<file path="config.mk">
export PLATFORM = sky130hd
export DESIGN_NAME = fifo_occupancy_tracker
export DESIGN_NICKNAME = d
export VERILOG_FILES = /design/src/rtl/fifo_occupancy_tracker.sv
export SDC_FILE = /design/constraint.sdc
export NUM_CORES = 1
export LEC_CHECK = 0
export ABC_AREA = 1
export CORE_AREA = 2 2 39 41
export DETAILED_ROUTE_END_ITERATION = 10
export DIE_AREA = 0 0 41 43
export PLACE_DENSITY = 0.57
export RECOVER_POWER = 25
export SETUP_SLACK_MARGIN = 0.3
export SYNTH_ARGS = -nofsm -noshare
export SYNTH_HDL_FRONTEND = slang
export SYNTH_SLANG_ARGS = --single-unit
export TNS_END_PERCENT = 50
</file>
<file path="constraint.sdc">
create_clock -name clk -period 2.5 [get_ports clk]
set_input_delay 0.25 -clock clk [delete_from_list [all_inputs] [get_ports clk]]
set_output_delay 0.25 -clock clk [all_outputs]
set_load 0.1 [all_outputs]
</file>
<file path="src/rtl/fifo_occupancy_tracker.sv">
// fifo_occupancy_tracker: free-entry counter giving registered FIFO status flags and combinational under/overflow errors
module fifo_occupancy_tracker #(
    parameter int depth = 8,
    parameter bit fast_almost_empty = 1'b0,
    parameter bit fast_two_free = 1'b0,
    parameter bit enable_bypass = 1'b0
) (
    input  logic       clk,
    input  logic       reset,
    input  logic       active,
    input  logic       push,
    input  logic       pop,
    output logic       almost_empty,
    output logic       empty,
    output logic       almost_full,
    output logic       full,
    output logic       two_free,
    output logic [1:0] errors
);
    assign errors = {empty & pop & ~(enable_bypass & push), full & push};
    generate
        if (depth < 1) begin : g_bad
            $fatal(1, "fifo_occupancy_tracker: depth must be >= 1");
        end else if (depth == 1) begin : g_one
            always_ff @(posedge clk)
                if (reset) empty <= 1'b1;
                else if (active) empty <= pop ? 1'b1 : push ? 1'b0 : empty;
            assign almost_empty = ~empty;
            assign almost_full = empty;
            assign full = ~empty;
            assign two_free = 1'b0;
        end else begin : g_cnt
            localparam int W = $clog2(depth + 1);
            localparam logic [W-1:0] D = W'(depth);
            logic [W-1:0] free, nfree;
            logic ae_q, tf_q;
            assign nfree = (push & ~pop) ? free - W'(1) : (pop & ~push) ? free + W'(1) : free;
            // empty/full (and the optional fast flags) are pre-decoded from the next count
            always_ff @(posedge clk)
                if (reset) begin
                    free <= D;
                    empty <= 1'b1;
                    full <= 1'b0;
                    ae_q <= 1'b0;
                    tf_q <= 1'b0;
                end else if (active) begin
                    free <= nfree;
                    empty <= nfree == D;
                    full <= nfree == '0;
                    ae_q <= nfree == D - W'(1);
                    tf_q <= nfree == W'(2);
                end
            assign almost_empty = fast_almost_empty ? ae_q : free == D - W'(1);
            assign almost_full = free == W'(1);
            assign two_free = (fast_two_free && depth > 2) ? tf_q : free == W'(2);
        end
    endgenerate
    always_ff @(posedge clk) begin
        if (!reset && errors[1]) $warning("%m: underflow");
        if (!reset && errors[0]) $warning("%m: overflow");
    end
endmodule

</file>
==> flow_summary.json, run 1 <==
{
  "p_sw_uw": 118,
  "die_area_mm2": 0.00176,
  "boundaryPins": 12,
  "cts.sinks": 6,
  "pre_cts_slack_ps": 864,
  "synth-seq-area-share_pct": 25.4,
  "mappedNetlistArea_um2": 473,
  "ctsResizeCount": 0,
  "start_util_pct": 34.2,
  "synthCells": 75,
  "hold_depth": 2,
  "finalSetupViolations": 0,
  "vias": 467,
  "ir_worst_vdd_mv": 0.271,
  "crit_start": "empty",
  "cp_max_fo": 3,
  "synth_top_area_share_pct": 25.4,
  "stdcell_count": 105,
  "cp_cell_sequence": "clkbuf_1",
  "drt-pass1-iter-count": 4,
  "fin_hold_ws_ps": 500,
  "layout_common_cells": "nand2_1, inv_1, nand3_1",
  "grt_max_degree": 10,
  "hold_class": "register to register",
  "status": "finished, final reports clean",
  "post_drt_via_cell_ratio": 4.45,
  "rr_worst_depth": 9,
  "rsz0062_at_grt": "no",
  "arrival_ps": 1480,
  "grt_antenna_before_repair": 0,
  "cts_tree": "done",
  "min_from": "full",
  "die_h_um": 43,
  "synth_seq_cells": 6,
  "drc": 0,
  "drive_gt1_share_pct": 21.3,
  "yosysWarnings": 0,
  "postCtsSetupRepairBufs": 0,
  "fin_skew_ps": 1.29,
  "globalRouteTotalUtil_pct": 15.2,
  "pwr-share-clk_pct": 28.5,
  "worst_pin_slew_ps": 1160,
  "num_antenna_cells": 0,
  "max_stage_delay_ps": 880,
  "port_buffers": 11,
  "r2r-start": "g_cnt.free[0]",
  "crit_family": "buffers and inverters",
  "power_density_mw_per_mm2": 505,
  "power.leakage_nw": 0.326,
  "syn_avg_cell_area_um2": 6.31,
  "p_int_uw": 188,
  "root_buffer": "clkbuf_4",
  "fmax_ghz": 0.578,
  "dp.final_hpwl_um": 815,
  "core_mm2": 0.00138,
  "die_x_um": 41,
  "yosys.cell_types.count": 15,
  "wl_um": 1030,
  "critical_path_class": "register to primary output",
  "syn_nets": 84,
  "pwr-share-comb_pct": 34.3,
  "grt_pass1_wl_um": 1800,
  "drt-initial-drc-count": 5,
  "cpMaxStageDelayCell": "clkbuf_1",
  "routedWlPerCell_um": 9.76,
  "cp_num_cells": 1,
  "p_seq_share_pct": 37.2,
  "placed_cells": 102,
  "holdBufCountCts": 0,
  "h-tree-depth": 1,
  "final_util_pct": 43.8,
  "final_nets": 100,
  "grt_pass1_vias": 428,
  "layout_commonest_cell": "nand2_1",
  "cp-start-kind": "register",
  "grt_overflow": 0,
  "fin_ws_ps": 769,
  "cp.required_ps": 2250,
  "p_sw_share_pct": 38.5,
  "synth_top_area_cell": "dfxtp_1",
  "layout-area-overhead-vs-synth_pct": 28.0,
  "tns_ps": 0,
  "period_share_pct": 69.3,
  "crit_buf_inv": 1,
  "seqCellArea_um2": 120,
  "fillers": 157,
  "place_congestion": 0.701,
  "postRouteAntennaNets": 0,
  "cap_violations": 0,
  "multiInputGateArea_um2": 302,
  "slew_headroom_pct": 23.2,
  "path_clk_slew_ps": 40,
  "num_rows": 14,
  "clk_latency_ps": 240,
  "min_period_ps": 1730,
  "cts_buffers": 3,
  "hold_viol_final": 0,
  "clockBufferDepth": 2,
  "maxSlewViolCount": 0,
  "synth.area.top_cells": "dfxtp_1, nand2_1, ha_1",
  "end_kind": "primary output"
}
## synthesized netlist by cell type
library cell / n
dfxtp_1: 6
inv_1: 13
nand3_2: 2
inv_2: 2
nor3b_1: 2
a21oi_1: 5
ha_1: 4
a21oi_2: 1
nand3_1: 7
nor2_2: 2
nand2_1: 18
o21ai_1: 4
o21ai_0: 1
nor2_1: 5
nand2_2: 3
## state kept, by name (all words and copies together) (netlist names)
register and flops:
full 1, empty 1, g_cnt.free 4
## worst min-delay path, cell delays in order (launching register included)
cell and delay [ps]:
dfxtp_1 320, nand2_1 90, a21oi_2 50
## per-stage QoR
| step | area [um2] | total power, mW |
|---|---|---|
| after floorplan | 478 | 0.195 |
| after global placement | 591 | 0.223 |
| after detailed placement | 591 | 0.223 |
| after CTS | 613 | 0.316 |
| after global routing | 606 | 0.331 |
| final | 606 | 0.306 |
## routing by layer
metal,vias up,global-route usage [%],part of all wire (%)
li1,263,-,-
met1,199,21.0,51
met2,3,20.3,46
met3,2,1.57,2.0
met4,0,12.0,1.2
met5,-,0,0
## power by group through the flow
stage	sequential (mW)	combinational [mW]	clock, mW
finish	0.114	0.105	0.0871
global route	0.115	0.116	0.100
CTS	0.114	0.108	0.0936
detailed placement	0.116	0.107	0
global placement	0.116	0.107	0
floorplan	0.128	0.0669	0
## cell families (layout without fill, tap and decap cells)
| group | count (synthesis) | after routing | share of synthesized area [%] |
|---|---|---|---|
| and+or+nand+nor | 39 | 39 | 39.7 |
| DFF | 6 | 6 | 25.4 |
| buffers and inverters | 15 | 29 | 11.9 |
| AOI/OAI and AO/OA | 11 | 11 | 12.4 |
| adders and majority gates | 4 | 4 | 10.6 |
## area by class of cell
| class | count | area share (%) |
|---|---|---|
| repair buffers | 11 | 14.0 |
| clock buffers | 3 | 3.72 |
| multi-input cells | 54 | 49.8 |
| well taps | 16 | 3.31 |
| inverters | 15 | 9.30 |
| flip-flops and latches | 6 | 19.8 |
## final timing paths
kind | end | slack (ps)
min | full | 500
max | empty | 770
max reg2reg | full | 1080
min reg2reg | full | 500
Note: power is estimated with default switching activity, not from simulation.
==> inputs of run 2 (changes only) <==
PLACE_DENSITY = 0.59   (was 0.57)
clock period = 1.5 ns   (was 2.5 ns; I/O delays follow)
==> run 2 against run 1 <==
Against the previous run:
- sequential share of layout area is 3.6 points lower
- register-to-register slack worse by 890 ps
- utilization is 15 points higher
- clock power is 89% higher
- sequential power is 74% higher
- count of clock-buffer cells in the layout is 1 higher
- final area is 34% higher
- largest cell class unchanged
- hold slack worse by 17 ps
==> flow_summary.json, run 2 (same netlist as run 1, synthesis figures left out) <==
{
  "drt-pass1-iter-count": 4,
  "final_util_pct": 58.6,
  "postRouteAntennaNets": 0,
  "wl_met2_um": 567,
  "hold_viol_final": 0,
  "cts_tree": "done",
  "drc": 0,
  "grt_pass1_vias": 498,
  "final_nets": 105,
  "top_layer": "met4",
  "cp_max_fo": 5,
  "critical_path_class": "primary input to primary output",
  "vias": 512,
  "crit_start": "pop",
  "cap_violations": 0,
  "cpMaxStageDelayCell": "dlygate4sd3_1",
  "grt_pass1_wl_um": 1870,
  "boundaryPins": 12,
  "die_h_um": 43,
  "r2r-start": "g_cnt.free[1]",
  "clk_latency_ps": 250,
  "crit_buf_inv": 4,
  "finalSetupViolations": 0,
  "period_share_pct": 93.8,
  "num_rows": 14,
  "power.leakage_nw": 0.383,
  "rsz0062_at_grt": "yes",
  "layout_commonest_cell": "nand2_1",
  "power_uw": 591,
  "max_stage_delay_ps": 640,
  "fin_ws_ps": 92.4,
  "drt-initial-drc-count": 2,
  "drive_gt1_share_pct": 42.1,
  "reg.largest.list": "g_cnt.free x4, empty x1, full x1",
  "core_mm2": 0.00138,
  "power_density_mw_per_mm2": 729,
  "layout_common_cells": "nand2_1, inv_1, nand3_1",
  "cp.required_ps": 1350,
  "routedWlPerCell_um": 10.1,
  "grt_overflow": 0,
  "layout-area-overhead-vs-synth_pct": 71.4,
  "h-tree-depth": 1,
  "clockBufferDepth": 2,
  "fin_skew_ps": 4.26,
  "status": "finished, final reports clean",
  "wl_met1_um": 516,
  "num_antenna_cells": 0,
  "wl_met3_um": 32,
  "worst_pin_slew_ps": 538,
  "die_x_um": 41,
  "min_period_ps": 1410,
  "start_util_pct": 34.2,
  "wl_um": 1130,
  "grt_antenna_before_repair": 0,
  "crit_family": "buffers and inverters",
  "arrival_ps": 1260,
  "grt_max_degree": 10,
  "die_area_mm2": 0.00176,
  "cts.sinks": 6,
  "pre_cts_slack_ps": -15.1,
  "fillers": 124,
  "largest_register_ffs": 4,
  "min_from": "full",
  "root_buffer": "clkbuf_4",
  "cts_buffers": 3,
  "cp-start-kind": "primary input",
  "port_buffers": 11,
  "hold_class": "register to register",
  "ir_worst_vdd_mv": 0.442,
  "dp.final_hpwl_um": 866,
  "post_drt_via_cell_ratio": 4.61,
  "place_congestion": 0.701,
  "maxSlewViolCount": 0,
  "top_register": "g_cnt.free",
  "globalRouteTotalUtil_pct": 15.9,
  "fmax_ghz": 0.710,
  "path_clk_slew_ps": 50,
  "end_kind": "primary output",
  "cp_cell_sequence": "dlygate4sd3_1 > buf_4 > nand2_1 > inv_1 > buf_12",
  "slew_headroom_pct": 64.3
}
[run 2: cell types whose count changed in the layout (fill, tap and decap cells not counted), sizes merged]
cell	change
buf	+5
clkbuf	+1
[run 2: timing repair]
| item | CTS | global route |
|---|---|---|
| gates resized for setup | 3 | 7 |
| endpoints found under the setup margin | 9 | 11 |
| buffers inserted | 2 | 1 |
| pin swaps | 1 | 7 |
| hold buffers | 0 | 0 |
[run 2: final timing paths]
kind              slack, ps  cells after the start        end
setup / recovery         90                      5  errors[1]
hold / removal          480                      2       full
setup reg to reg        190                      8       full
hold reg to reg         480                      2       full
[run 2: area by class of cell]
type	count	area, um2	area share (%)
inverter	15	66.3	8.18
clock buffer	4	26.3	3.24
multi-input combinational	54	379	46.8
tap	16	20.0	2.47
timing repair buffer	16	188	23.1
sequential	6	131	16.2
[run 2: metal layers]
| layer | GRT usage [%] | vias up |
|---|---|---|
| met1 | 17.7 | 226 |
| li1 | - | 275 |
| met3 | 2.09 | 2 |
| met5 | 0 | - |
| met2 | 25.3 | 9 |
| met4 | 12.0 | 0 |
[run 2: worst register-to-register path, cell delays in order, from the launching register on]
cell,delay [ps]
dfxtp_4,390
inv_6,50
ha_4,260
inv_1,30
nand2_1,60
nand3_2,100
nor2_4,140
nand3_2,90
a21oi_2,130
[run 2: where the power goes]
group          leakage (nW)  switching [mW]  internal, mW
clock                0.0150          0.0643         0.101
sequential           0.0515          0.0253         0.173
combinational         0.317           0.142        0.0856
[run 2: metrics by stage]
| step | hold slack, ps | instance area [um2] | TNS [ps] | std cells |
|---|---|---|---|---|
| finish | 483 | 811 | 0 | 111 |
| global route | 502 | 811 | 0 | 111 |
| CTS | 517 | 806 | 0 | 110 |
| detailed placement | 504 | 756 | -15.1 | 104 |
| global placement | 499 | 756 | -4.36 | 104 |
| floorplan | 205 | 541 | -19.5 | 75 |
==> inputs of run 3 (changes only) <==
GPL_ROUTABILITY_DRIVEN = 0   (was default)
TNS_END_PERCENT = 5   (was 50)
==> run 3 against run 2 <==
Against the previous run:
- non-clock buffer count is the same
- combinational power hardly changed
- total power down 0.55%
- register-to-register slack worse by 20 ps
- die area unchanged
- clock skew shrank 2.1 ps
- global-route usage rose by 0.35 points
- first-iteration DRC count rose to 5.0 times the previous value
- critical path depth down 1
- critical endpoint is now almost_full
- highest routed layer unchanged
==> flow_summary.json, run 3 (same netlist as run 1, synthesis figures left out) <==
{
  "status": "finished, final reports clean",
  "ir_worst_vdd_mv": 0.469,
  "root_buffer": "clkbuf_4",
  "routedWlPerCell_um": 11.3,
  "port_buffers": 11,
  "drc": 0,
  "fmax_ghz": 0.730,
  "die_x_um": 41,
  "cap_violations": 0,
  "drt-initial-drc-count": 10,
  "boundaryPins": 12,
  "placed_area_um2": 756,
  "finalSetupViolations": 0,
  "worst_pin_slew_ps": 545,
  "wl_um": 1250,
  "drive_gt1_share_pct": 41.1,
  "layout-area-overhead-vs-synth_pct": 68.8,
  "vias": 533,
  "clockBufferDepth": 2,
  "grt_pass1_vias": 472,
  "start_util_pct": 34.2,
  "hold_class": "register to register",
  "die_area_mm2": 0.00176,
  "num_rows": 14,
  "cp_cell_sequence": "inv_4 > ha_4 > nor3b_4 > buf_12",
  "drt-pass1-iter-count": 4,
  "crit_end": "almost_full",
  "path_clk_slew_ps": 50,
  "final_nets": 105,
  "hold_viol_final": 0,
  "cts.sinks": 6,
  "clk_latency_ps": 250,
  "layout_common_cells": "nand2_1, inv_1, nand3_1",
  "cts_tree": "done",
  "power_density_mw_per_mm2": 736,
  "slew_headroom_pct": 63.9,
  "r2r-start": "g_cnt.free[1]",
  "largest_register_ffs": 4,
  "cp-start-kind": "register",
  "crit_buf_inv": 2,
  "tns_ps": 0,
  "rsz0062_at_grt": "yes",
  "postRouteAntennaNets": 0,
  "die_h_um": 43,
  "max_stage_delay_ps": 370,
  "fin_skew_ps": 2.15,
  "min_period_ps": 1370,
  "r2r_setup_slack_ps": 170,
  "top_register": "g_cnt.free",
  "reg.largest.list": "g_cnt.free x4, empty x1, full x1",
  "cp_max_fo": 5,
  "r2r-end": "full",
  "grt_antenna_before_repair": 0,
  "layout_commonest_cell": "nand2_1",
  "final_util_pct": 57.7,
  "cp_num_cells": 4,
  "cts_buffers": 3,
  "final_area_um2": 798,
  "end_kind": "primary output",
  "post_drt_via_cell_ratio": 4.80,
  "core_mm2": 0.00138,
  "globalRouteTotalUtil_pct": 16.2,
  "crit_start": "g_cnt.free[1]",
  "grt_overflow": 0,
  "dp.final_hpwl_um": 899,
  "cpMaxStageDelayCell": "dfxtp_4",
  "rr_worst_depth": 8,
  "cp.required_ps": 1350,
  "power.leakage_nw": 0.381,
  "grt_pass1_wl_um": 1930,
  "critical_path_class": "register to primary output",
  "grt_max_degree": 10,
  "crit_family": "flip-flops",
  "fillers": 136,
  "num_antenna_cells": 0,
  "maxSlewViolCount": 0,
  "period_share_pct": 91.4,
  "arrival_ps": 1220,
  "h-tree-depth": 1
}
[run 3: changes by cell type in the layout (fill, tap and decap cells not counted), sizes merged]
| cell | before | now |
|---|---|---|
| clkdlybuf4s50 | 3 | 4 |
| dlygate4sd3 | 1 | 0 |
[run 3: layout make-up]
| cell class | count | area [um2] | area share (%) |
|---|---|---|---|
| timing repair buffer | 16 | 188 | 23.5 |
| sequential | 6 | 131 | 16.5 |
| multi-input combinational | 54 | 372 | 46.6 |
| tap | 16 | 20.0 | 2.51 |
| inverter | 15 | 61.3 | 7.68 |
| clock buffer | 4 | 26.3 | 3.29 |
[run 3: metrics by stage]
step                worst slack (ps)  power (mW)  cells  hold slack (ps)
finish                           130       0.588    111              484
global route                    64.2       0.621    111              517
CTS                              128       0.597    110              520
detailed placement              5.69       0.419    104              512
global placement                4.02       0.417    104              497
floorplan                      -13.1       0.342     75              205
[run 3: repair_timing]
action,CTS,global route
endpoints found under the setup margin,10,11
setup buffers,2,1
pin swaps,0,4
hold buffers,0,0
resized for setup,3,3
[run 3: how the worst min path moves through the flow]
stage,from,end,slack (ps),cells past startpoint
after global routing,empty,empty,520,2
after floorplan,reset,full,210,1
after CTS,full,full,520,2
after detailed placement,full,full,510,2
after global placement,full,full,500,2
final,empty,empty,480,2
[run 3: power breakdown]
group          switching [mW]  leakage, nW  internal (mW)
clock                  0.0616       0.0150          0.101
combinational           0.141        0.314         0.0846
sequential             0.0259       0.0515          0.173
[run 3: worst min-delay path: stages, from the launching register on]
cell and delay (ps):
dfxtp_2 330, a21oi_1 60, o21ai_1 60
[run 3: routing by layer]
metal	vias to the layer above	track usage, %	share of wire, %
met2	9	22.2	52
met1	246	23.1	44
met3	2	2.09	2.1
li1	276	-	-
met5	-	0	0
met4	0	10.0	1.4
